$ cat src/rtl/acc_cpu.sv
// acc_cpu: minimal accumulator CPU with a shared program/data RAM.
//
// Instruction word = {opcode[INSTR_SIZE], operand[ADDRESS_WIDTH]}.
// Each instruction runs T1 (MAR<=PC), T2 (fetch, PC++), then T3..T5
// depending on the opcode; HLT parks the machine in HALT until rst.
//
// Ports:
//   clk        sole clock, all state changes on its rising edge
//   rst        synchronous active-high reset; RAM is preserved
//   prog_we    RAM write strobe, only honoured while rst=1
//   prog_addr  RAM write address
//   prog_data  RAM write data
//   out_data   registered output port, holds the last OUT value
//   out_valid  one-cycle pulse following each OUT
//   halted     high while in HALT
//   carry      carry flag (for SUB: 1 = no borrow)
//   zero       zero flag
//
// Build option: define ACC_CPU_SUB_EN to enable SUB (0011), JZ (1001)
// and the zero flag. Without it those opcodes run as 3-cycle NOPs and
// zero is tied low.
module acc_cpu #(
    parameter int WIDTH      = 8,
    parameter int INSTR_SIZE = 4,
    parameter int OUT_WIDTH  = 5,
    localparam int ADDRESS_WIDTH = WIDTH - INSTR_SIZE
) (
    input  logic                     clk,
    input  logic                     rst,
    input  logic                     prog_we,
    input  logic [ADDRESS_WIDTH-1:0] prog_addr,
    input  logic [WIDTH-1:0]         prog_data,
    output logic [OUT_WIDTH-1:0]     out_data,
    output logic                     out_valid,
    output logic                     halted,
    output logic                     carry,
    output logic                     zero
);

    localparam logic [2:0] T1   = 3'd0;
    localparam logic [2:0] T2   = 3'd1;
    localparam logic [2:0] T3   = 3'd2;
    localparam logic [2:0] T4   = 3'd3;
    localparam logic [2:0] T5   = 3'd4;
    localparam logic [2:0] HALT = 3'd5;

    localparam logic [INSTR_SIZE-1:0] OP_LDA = INSTR_SIZE'(4'h1);
    localparam logic [INSTR_SIZE-1:0] OP_ADD = INSTR_SIZE'(4'h2);
    localparam logic [INSTR_SIZE-1:0] OP_STA = INSTR_SIZE'(4'h4);
    localparam logic [INSTR_SIZE-1:0] OP_OUT = INSTR_SIZE'(4'h5);
    localparam logic [INSTR_SIZE-1:0] OP_JMP = INSTR_SIZE'(4'h6);
    localparam logic [INSTR_SIZE-1:0] OP_LDI = INSTR_SIZE'(4'h7);
    localparam logic [INSTR_SIZE-1:0] OP_JC  = INSTR_SIZE'(4'h8);
    localparam logic [INSTR_SIZE-1:0] OP_HLT = INSTR_SIZE'(4'hF);
`ifdef ACC_CPU_SUB_EN
    localparam logic [INSTR_SIZE-1:0] OP_SUB = INSTR_SIZE'(4'h3);
    localparam logic [INSTR_SIZE-1:0] OP_JZ  = INSTR_SIZE'(4'h9);
`endif

    logic [WIDTH-1:0]         ram [0:(1 << ADDRESS_WIDTH)-1];
    logic [2:0]               state;
    logic [ADDRESS_WIDTH-1:0] pc;
    logic [ADDRESS_WIDTH-1:0] mar;
    logic [WIDTH-1:0]         ir;
    logic [WIDTH-1:0]         a;
    logic [WIDTH-1:0]         b;
    logic                     carry_r;
    logic [WIDTH:0]           sum;

    logic [INSTR_SIZE-1:0]    op;
    logic [ADDRESS_WIDTH-1:0] operand;

    assign op      = ir[WIDTH-1:ADDRESS_WIDTH];
    assign operand = ir[ADDRESS_WIDTH-1:0];

    // Subtraction is A + ~B + 1 so the carry-out doubles as "no borrow".
    always_comb begin
        sum = {1'b0, a} + {1'b0, b};
`ifdef ACC_CPU_SUB_EN
        if (op == OP_SUB)
            sum = {1'b0, a} + {1'b0, ~b} + (WIDTH+1)'(1);
`endif
    end

`ifdef ACC_CPU_SUB_EN
    logic zero_r;
    assign zero = zero_r;
`else
    assign zero = 1'b0;
`endif

    assign carry  = carry_r;
    assign halted = (state == HALT);

    always_ff @(posedge clk) begin
        if (rst) begin
            // RAM survives reset; loading is only possible from here.
            state     <= T1;
            pc        <= '0;
            mar       <= '0;
            ir        <= '0;
            a         <= '0;
            b         <= '0;
            carry_r   <= 1'b0;
            out_data  <= '0;
            out_valid <= 1'b0;
`ifdef ACC_CPU_SUB_EN
            zero_r    <= 1'b0;
`endif
            if (prog_we)
                ram[prog_addr] <= prog_data;
        end else begin
            out_valid <= 1'b0;
            case (state)
                T1: begin
                    mar   <= pc;
                    state <= T2;
                end
                T2: begin
                    ir    <= ram[mar];
                    pc    <= pc + 1'b1;   // wraps at the top of memory
                    state <= T3;
                end
                T3: begin
                    state <= T1;
                    case (op)
                        OP_JMP: pc <= operand;
                        OP_JC:  if (carry_r) pc <= operand;
`ifdef ACC_CPU_SUB_EN
                        OP_JZ:  if (zero_r) pc <= operand;
                        OP_SUB: state <= T4;
`endif
                        OP_LDI: a <= WIDTH'(operand);
                        OP_OUT: begin
                            out_data  <= a[OUT_WIDTH-1:0];
                            out_valid <= 1'b1;
                        end
                        OP_LDA, OP_STA, OP_ADD: state <= T4;
                        OP_HLT: state <= HALT;
                        default: ;
                    endcase
                end
                T4: begin
                    state <= T1;
                    case (op)
                        OP_LDA: a <= ram[operand];
                        OP_STA: ram[operand] <= a;
                        default: begin   // ADD / SUB fetch their operand
                            b     <= ram[operand];
                            state <= T5;
                        end
                    endcase
                end
                T5: begin
                    a       <= sum[WIDTH-1:0];
                    carry_r <= sum[WIDTH];
`ifdef ACC_CPU_SUB_EN
                    zero_r  <= (sum[WIDTH-1:0] == '0);
`endif
                    state   <= T1;
                end
                HALT: ;
                default: state <= T1;
            endcase
        end
    end

endmodule

$ cat config.mk
export PLATFORM = sky130hd
export DESIGN_NAME = acc_cpu
export DESIGN_NICKNAME = d
export VERILOG_FILES = /design/src/rtl/acc_cpu.sv
export SDC_FILE = /design/constraint.sdc
export NUM_CORES = 1
export LEC_CHECK = 0
export CAP_MARGIN = 25
export CORE_MARGIN = 5
export CORE_UTILIZATION = 30
export DETAILED_ROUTE_END_ITERATION = 8
export SETUP_SLACK_MARGIN = 0.1
export SKIP_LAST_GASP = 1
export SLEW_MARGIN = 20
export SYNTH_ARGS = -nofsm -noshare
export SYNTH_HDL_FRONTEND = slang
export SYNTH_SLANG_ARGS = --single-unit
$ cat constraint.sdc
create_clock -name clk -period 3.2 [get_ports clk]
set_clock_uncertainty 0.1 [all_clocks]
set_input_delay 0.64 -clock clk [delete_from_list [all_inputs] [get_ports clk]]
set_output_delay 0.64 -clock clk [all_outputs]
set_load 0.005 [all_outputs]
==> metrics.yaml <==
die-area_mm2: 0.0313
synth_nets: 575
ctsHoldBuffers: 0
multiInputGateArea_mm2: 0.00342
grt_max_degree: 34
synth.distinct_cells: 55
final_util_pct: 35.1
drive_gt1_share_pct: 22.8
syn_to_final_growth_pct: 16.0
drt-met1-wl_mm: 8.96
finalSetupTns_ns: 0
clk_pin_slew_ns: 0.06
p_per_area_mw_per_mm2: 563
hp-class: "reg -> reg"
rows: 61
via_per_inst: 5.44
cp-end-kind: "output pin"
nets: 614
cts_tree: "done"
syn_area_per_cell_um2: 15.2
cts_root_buffer: "clkbuf_16"
cts_made_buffers: 17
initial_core_util_pct: 30.3
relSlewSlack_pct: 41.8
grt_pass1_wl_mm: 32.9
top_layer: "met4"
period_needed_ns: 2.67
final_common_cell: "edfxtp_1"
r2r-start: "state[0]$_SDFFE_PP0N_"
cts_setup_buffers: 0
p_leak_nw: 3.16
die_x_um: 177
antenna_left: 0
drtPass1Iterations: 5
register_area_mm2: 0.00469
insertion_delay_ns: 0.42
min-delay-start: "out_data[1]$_SDFFE_PP0P_"
clkSinkCount: 170
yosysSeqAreaShare_pct: 56.0
wl_met2_mm: 10.7
finalMaxSlewViolations: 0
period_share_pct: 83.3
met3WireLength_mm: 1.81
wirelength_mm: 21.8
fmax_mhz: 375
antennaDiodeCount: 0
setup.worst_path.start: "state[0]$_SDFFE_PP0N_"
fillers: 2642
start_kind: "flop"
yosysWarnings: 0
gr-total-overflow: 0
synth_edf_count: 128
cp.arrival_ns: 1.93
antenna_found_initial: 0
synth-main-ff-cell: "edfxtp_1"
critPathKind: "reg -> out"
first_global_vias: 5268
final_cell_mix: "128 x edfxtp_1, 54 x mux4_2, 47 x nor2_1"
syn_inst: 550
maxCapViolations: 0
drc: 0
tightest_slew_ns: 0.872
ys_async_sr_fraction_pct: 0
finalSetupViolCount: 0
status: "finished clean"
rsz0062_at_grt: "no"
dpl.hpwl_mm: 15.1
drtIter0Drc: 599
htreeDepth: 4
ir_worst_vdd_uv: 340
die_h_um: 177
clock_path_buffers: 2
design.core.area_mm2: 0.0276
grt_usage_pct: 14.2
port_buffers: 22
post_cts_resized: 0
hold_viol: 0
cp.required_ns: 2.46
wl_per_cell_um: 22.2
io_pins: 24
path_max_fanout: 12
vias: 5335
syn_area_mm2: 0.00836
gp_congestion: 0.848
synth_seq_cells: 170
worst paths after layout:
check	endpoint	slack, ns	cells past startpoint
setup / recovery	halted	0.53	3
hold / removal	out_data[1]$_SDFFE_PP0P_	0.40	2
setup reg to reg	ram[2][4]$_DFFE_PP_	0.73	7
hold reg to reg	out_data[1]$_SDFFE_PP0P_	0.40	2
cells by family after synthesis:
kind of cell	count (synthesis)	synth area share [%]
xor+xnor	3	0.314
compound gates	84	6.84
fa+ha+maj	10	1.59
mux	107	24.5
buf+inv	48	3.10
simple gates	127	7.57
flops	170	56.0
other cells	1	0.0449
cell type report:
cell class,count,area share [%]
Sequential cell,170,48.3
Multi-Input combinational cell,332,35.2
Timing Repair Buffer,57,5.37
Tap cell,378,4.88
Clock buffer,19,4.46
Clock inverter,13,1.30
Inverter,11,0.426
Yosys cell counts, types with 4 or more instances:
master / count / area share (%)
mux2i_1: 27 / 3.2
mux2_2: 8 / 1.1
buf_2: 12 / 0.72
ha_1: 9 / 1.3
buf_6: 6 / 0.81
nor2_1: 47 / 2.1
nor3b_1: 7 / 0.63
nor3_1: 10 / 0.60
a21oi_1: 18 / 1.1
a22oi_1: 11 / 0.99
mux4_2: 54 / 15
inv_1: 10 / 0.45
o21ai_0: 8 / 0.48
a31oi_1: 13 / 0.97
buf_4: 5 / 0.45
clkbuf_1: 11 / 0.49
o22ai_1: 10 / 0.75
mux4_1: 18 / 5.7
dfxtp_1: 42 / 10
edfxtp_1: 128 / 46
o221a_2: 4 / 0.54
nand2b_1: 4 / 0.30
nand2_1: 32 / 1.4
critical path: stages (launching register included):
cell	delay (ns)
dfxtp_1	0.58
nor2b_1	0.25
and2_1	0.17
clkdlybuf4s50_1	0.50
metal layers:
layer	GRT usage (%)	vias up
met5	0	-
met3	4.27	28
li1	-	2305
met1	18.3	2740
met4	3.84	0
met2	23.5	262
where the power goes:
group	switching (W)	leakage, nW	internal, W
sequential	0.000112	1.49	0.00244
clock	0.000814	0.267	0.00114
combinational	0.000498	1.40	0.000460
total	0.00142	3.16	0.00404
per-stage QoR:
step | instances | setup slack [ns] | hold WS (ns) | total power [W] | instance area, um2
after floorplan | 550 | 0.896 | 0.371 | 0.00330 | 8360
after global placement | 948 | 0.474 | 0.378 | 0.00353 | 9140
after detailed placement | 948 | 0.458 | 0.388 | 0.00355 | 9140
after CTS | 980 | 0.532 | 0.404 | 0.00549 | 9700
after global routing | 980 | 0.416 | 0.440 | 0.00568 | 9700
final | 980 | 0.533 | 0.398 | 0.00546 | 9700
state kept, by name, indices dropped and copies added (netlist names):
register and count:
mar 4, out_data 5, b 8, carry 1, ram 128, out_valid 1, pc 4, state 3
ir 8, a 8
(Power assumes the default switching activity.)
